File: src/rtl/uart_pkg.sv
// rtl/uart_pkg.sv - shared UART state encoding, parity encoding and oversample default
package uart_pkg;

    typedef enum logic [2:0] {
        ST_IDLE   = 3'd0,
        ST_START  = 3'd1,
        ST_DATA   = 3'd2,
        ST_PARITY = 3'd3,
        ST_STOP   = 3'd4
    } uart_state_t;

    localparam logic PAR_EVEN       = 1'b0;
    localparam logic PAR_ODD        = 1'b1;
    localparam int   PAR_EN         = 1;
    localparam int   OVERSAMPLE_DEF = 16;

endpackage

File: src/rtl/uart_sync2.sv
// rtl/uart_sync2.sv - two-flop synchronizer with parameterized reset value
module uart_sync2 #(
    parameter logic RESET_VAL = 1'b1
) (
    input  logic clk,
    input  logic rst,
    input  logic d,
    output logic q
);

    logic meta;

    always_ff @(posedge clk) begin
        if (rst) begin
            meta <= RESET_VAL;
            q    <= RESET_VAL;
        end else begin
            meta <= d;
            q    <= meta;
        end
    end

endmodule

File: src/rtl/uart_rx.sv
// rtl/uart_rx.sv - oversampling UART receiver; macro UART_RX_PARITY_EN enables the parity bit
module uart_rx
    import uart_pkg::*;
#(
    parameter int OVERSAMPLE = OVERSAMPLE_DEF
) (
    input  logic       clk,
    input  logic       rst,
    input  logic       rx,
    input  logic [1:0] parity,
    input  logic       fifowrfull,
    output logic       fifowrreq,
    output logic [7:0] fifodata,
    output logic       parity_err,
    output logic       frame_err,
    output logic       overrun
);

`ifdef UART_RX_PARITY_EN
    localparam logic PARITY_ON = 1'b1;
`else
    localparam logic PARITY_ON = 1'b0;
`endif

    localparam int            CW   = $clog2(OVERSAMPLE);
    localparam logic [CW-1:0] HALF = CW'(OVERSAMPLE / 2 - 1);
    localparam logic [CW-1:0] LAST = CW'(OVERSAMPLE - 1);

    logic          rxs;
    logic          rxs_prev;
    uart_state_t   state, state_nx;
    logic [CW-1:0] cnt, cnt_nx;
    logic [2:0]    bitn, bitn_nx;
    logic [7:0]    shreg, shreg_nx;
    logic          chk, chk_nx;
    logic          perr, perr_nx;
    logic          wr_nx, ferr_nx, pe_nx, ovr_nx;
    logic [7:0]    data_nx;
    logic          par_en;
    logic          chk_init;

    uart_sync2 #(.RESET_VAL(1'b1)) u_sync (
        .clk (clk),
        .rst (rst),
        .d   (rx),
        .q   (rxs)
    );

    assign par_en   = PARITY_ON & parity[PAR_EN];
    assign chk_init = PARITY_ON & (parity[0] == PAR_ODD);

    always_comb begin
        state_nx = state;
        cnt_nx   = cnt + 1'b1;
        bitn_nx  = bitn;
        shreg_nx = shreg;
        chk_nx   = chk;
        perr_nx  = perr;
        wr_nx    = 1'b0;
        ferr_nx  = 1'b0;
        pe_nx    = 1'b0;
        ovr_nx   = 1'b0;
        data_nx  = fifodata;
        case (state)
            ST_IDLE: begin
                cnt_nx = '0;
                // A true high-to-low transition is required, so a held break cannot retrigger.
                if (rxs_prev && !rxs) begin
                    state_nx = ST_START;
                    bitn_nx  = 3'd0;
                    chk_nx   = chk_init;
                    perr_nx  = 1'b0;
                end
            end
            ST_START: begin
                if (cnt == HALF) begin
                    cnt_nx   = '0;
                    state_nx = rxs ? ST_IDLE : ST_DATA;
                end
            end
            ST_DATA: begin
                if (cnt == LAST) begin
                    cnt_nx   = '0;
                    shreg_nx = {rxs, shreg[7:1]};
                    chk_nx   = chk ^ rxs;
                    bitn_nx  = bitn + 3'd1;
                    if (bitn == 3'd7)
                        state_nx = par_en ? ST_PARITY : ST_STOP;
                end
            end
            ST_PARITY: begin
                if (cnt == LAST) begin
                    cnt_nx   = '0;
                    perr_nx  = (rxs != chk);
                    state_nx = ST_STOP;
                end
            end
            ST_STOP: begin
                if (cnt == LAST) begin
                    cnt_nx   = '0;
                    state_nx = ST_IDLE;
                    if (!rxs)
                        ferr_nx = 1'b1;
                    else if (perr && PARITY_ON)
                        pe_nx = 1'b1;
                    else if (fifowrfull)
                        ovr_nx = 1'b1;
                    else begin
                        wr_nx   = 1'b1;
                        data_nx = shreg;
                    end
                end
            end
            default: state_nx = ST_IDLE;
        endcase
    end

    always_ff @(posedge clk) begin
        if (rst) begin
            state      <= ST_IDLE;
            cnt        <= '0;
            bitn       <= 3'd0;
            shreg      <= 8'h00;
            chk        <= 1'b0;
            perr       <= 1'b0;
            rxs_prev   <= 1'b1;
            fifowrreq  <= 1'b0;
            fifodata   <= 8'h00;
            parity_err <= 1'b0;
            frame_err  <= 1'b0;
            overrun    <= 1'b0;
        end else begin
            state      <= state_nx;
            cnt        <= cnt_nx;
            bitn       <= bitn_nx;
            shreg      <= shreg_nx;
            chk        <= chk_nx;
            perr       <= perr_nx;
            rxs_prev   <= rxs;
            fifowrreq  <= wr_nx;
            fifodata   <= data_nx;
            parity_err <= pe_nx;
            frame_err  <= ferr_nx;
            overrun    <= ovr_nx;
        end
    end

endmodule
File: config.mk
export PLATFORM = sky130hd
export DESIGN_NAME = uart_rx
export DESIGN_NICKNAME = d
export VERILOG_FILES = /design/src/rtl/uart_pkg.sv /design/src/rtl/uart_sync2.sv /design/src/rtl/uart_rx.sv
export SDC_FILE = /design/constraint.sdc
export NUM_CORES = 1
export LEC_CHECK = 0
export ABC_AREA = 1
export BUFFER_PORTS_ARGS = -buffer_cell sky130_fd_sc_hd__buf_4
export CAP_MARGIN = 20
export CORE_ASPECT_RATIO = 1.25
export CORE_MARGIN = 1.5
export CORE_UTILIZATION = 55
export DETAILED_ROUTE_END_ITERATION = 8
export PLACE_DENSITY = 0.76
export SYNTH_ARGS = -nofsm -noshare
export SYNTH_HDL_FRONTEND = slang
export SYNTH_SLANG_ARGS = --single-unit
File: constraint.sdc
create_clock -name clk -period 1.7 [get_ports clk]
set_clock_uncertainty 0.1 [all_clocks]
set_input_delay 0.34 -clock clk [delete_from_list [all_inputs] [get_ports clk]]
set_output_delay 0.34 -clock clk [all_outputs]
set_load 0.03 [all_outputs]
==> flow_metrics.tcl <==
set metrics [dict create \
    outcome "completed" \
    die_height_um 59.0 \
    hpwl_um 1730 \
    antenna_found_initial 0 \
    clock_sinks 32 \
    diodes 0 \
    synthCells 179 \
    syn_area_um2 1380 \
    r2r_slack_ns 0.17 \
    fmax_mhz 652 \
    ys_types 28 \
    min_from "rx" \
    ys_ff_latch 32 \
    setup-tns-final_ns 0 \
    cp.required_ns 1.84 \
    final_cells 230 \
    grt_overflow 0 \
    clkTransAtPathRegs_ns 0.10 \
    hold_buffers 0 \
    hold_path_class "primary input to flip-flop" \
    postSynth.asyncResetShare_pct 0 \
    port_buffers 14 \
    yosysTopAreaCellShare_pct 46.4 \
    vdd_drop_max_uv 815 \
    ys_seq_area_share_pct 46.4 \
    crit_arrival_ns 1.68 \
    drcViolationCount 0 \
    rows 20 \
    insertion_delay_ns 0.34 \
    rsz0062_at_grt "false" \
    avgSynthCellArea_um2 7.71 \
    synth.net_count 188 \
    clock_path_buffers 2 \
    start_util_pct 57.4 \
    placed_area_um2 1510 \
    cts-root-buf "clkbuf_4" \
    cap_violations 0 \
    holdPathEnd "u_sync.meta" \
    crit_fanout 3 \
    first_pass_iters 4 \
    vias 1133 \
    r2r_cells 8 \
    leakagePower_nw 0.762 \
    cts_inserted_buffers 5 \
    p_per_area_nw_per_um2 1130 \
    drt_iter0_drc 27 \
    grt_util_all_layers_pct 20.6 \
    finalWirelength_um 2330 \
    synth_edf_count 0 \
    cts_max_level 2 \
    synth_area_leaders "dfxtp_1, nor2_1, nand2_1" \
    grt_max_degree 19 \
    fin_area_um2 1570 \
    worstSetupPathType "flip-flop to flip-flop" \
    hold_viol 0 \
    finalCritPeriodShare_pct 90.2 \
    cp-start-kind "flip-flop" \
    ys.flop_type "dfxtp_1" \
    cts_tree "built" \
    cp-end-kind "flip-flop" \
    grt_pass1_wl_um 3970 \
    rr_startpoint "cnt[0]" \
    die_w_um 47.8 \
    nets 205 \
    grt_pass1_vias 969 \
    vias_per_cell 4.93 \
    r2r_end "cnt[1]" \
    holdPathStages 2 \
    core_area_um2 2400 \
    finalMaxSlewViolations 0 \
    synth_top_cell_by_area "dfxtp_1" \
    finalSetupViolCount 0 \
    period_needed_ns 1.53 \
    placed_cells 222 \
    ys_warn_count 0 \
    fin_total_pwr_mw 1.78 \
    io_pins 18 \
    drive_above_1_share_pct 20.8 \
    area_growth_pct 14.0 \
    wl_per_cell_um 10.1 \
    die_area_um2 2820 \
    ant_nets 0 \
    gp_congestion 1.00 \
]
==> final cells by class <==
class                      instances  area (um^2)
inverter                          27          101
timing repair buffer              15          125
sequential                        32          641
clock buffer                       8         58.8
multi-input combinational        115          606
tap                               33         41.3
fill                             221          830
==> critical path: stages (launching register included) <==
cell	delay, ns
dfxtp_1	0.36
ha_1	0.22
nand2_4	0.09
nor2_1	0.15
nor2_1	0.07
a21oi_1	0.16
o21ai_1	0.14
nand3_1	0.10
inv_1	0.04
==> where the power goes <==
part | switching, mW | total [mW] | leakage [nW] | internal [mW]
clock network | 0.242 | 0.446 | 0.0326 | 0.204
logic | 0.297 | 0.466 | 0.470 | 0.168
registers | 0.0549 | 0.871 | 0.259 | 0.816
total | 0.595 | 1.78 | 0.762 | 1.19
==> per-layer routing <==
metal | wire length [um] | global-route usage, % | vias to the layer above
met5 | 0 | 0 | -
met4 | 48 | 11.6 | 0
met3 | 107 | 8.23 | 7
met2 | 1170 | 31.8 | 26
met1 | 1010 | 23.3 | 508
li1 | - | - | 592
==> synth_stat cells, types with 2 or more instances <==
library cell / number
or2_2: 2
nand3_1: 6
nor2_1: 30
a21oi_1: 10
buf_2: 2
ha_1: 3
nor3_1: 2
inv_2: 4
nand2_1: 27
nand2_2: 2
nand2_4: 2
dfxtp_1: 32
inv_1: 23
nor2_2: 3
o21ai_2: 2
o21ai_0: 17
==> registers in the layout, indices dropped and copies added, names as in the netlist <==
signal / flops
state: 3
rxs_prev: 1
frame_err: 1
shreg: 8
fifowrreq: 1
u_sync.meta: 1
overrun: 1
u_sync.q: 1
bitn: 3
fifodata: 8
cnt: 4
==> cell families (layout without fill, tap and decap cells) <==
kind of cell / Yosys count / after routing / synth area share (%)
adders and majority gates: 3 / 3 / 2.72
DFF: 32 / 32 / 46.4
other: 1 / 1 / 0.272
AOI/OAI and AO/OA: 33 / 33 / 13.4
and+or+nand+nor: 78 / 78 / 27.5
buffers and inverters: 32 / 50 / 9.70
==> repair_timing <==
item	4_1_cts	5_1_grt
buffers inserted	0	0
setup endpoints to repair	0	2
resized for setup	0	1
==> through the flow <==
step | worst slack [ns] | hold slack (ns) | utilization [%]
floorplan | 0.321 | 0.289 | -
global placement | 0.199 | 0.293 | 63.0
detailed placement | 0.131 | 0.298 | 63.0
CTS | 0.112 | 0.0705 | 65.5
global route | 0.0111 | 0.0641 | 65.5
finish | 0.166 | 0.0781 | 65.5
==> placed cells by master (no fill, tap or decap), drive strengths merged <==
cell type	synthesis	routed
inv	27	27
or2	2	2
dfxtp	32	32
ha	3	3
buf	4	15
o21bai	1	1
nor4	1	1
clkbuf	1	8
nor2	35	35
nand4	1	1
o21ai	20	20
conb	1	1
nand2	31	31
a21boi	1	1
a21oi	11	11
nor3	2	2
nand3	6	6
==> how the worst max path moves through the flow <==
| stage | startpoint | endpoint | slack (ns) | depth (start not counted) |
|---|---|---|---|---|
| after detailed placement | cnt[0] | cnt[1] | 0.13 | 8 |
| after floorplan | cnt[0] | cnt[1] | 0.32 | 8 |
| after global placement | cnt[0] | cnt[1] | 0.20 | 8 |
| final | cnt[0] | cnt[1] | 0.17 | 8 |
| after global routing | cnt[0] | fifodata[6] | 0.01 | 6 |
| after CTS | cnt[0] | cnt[1] | 0.11 | 8 |
Note: power is estimated with default switching activity, not from simulation.
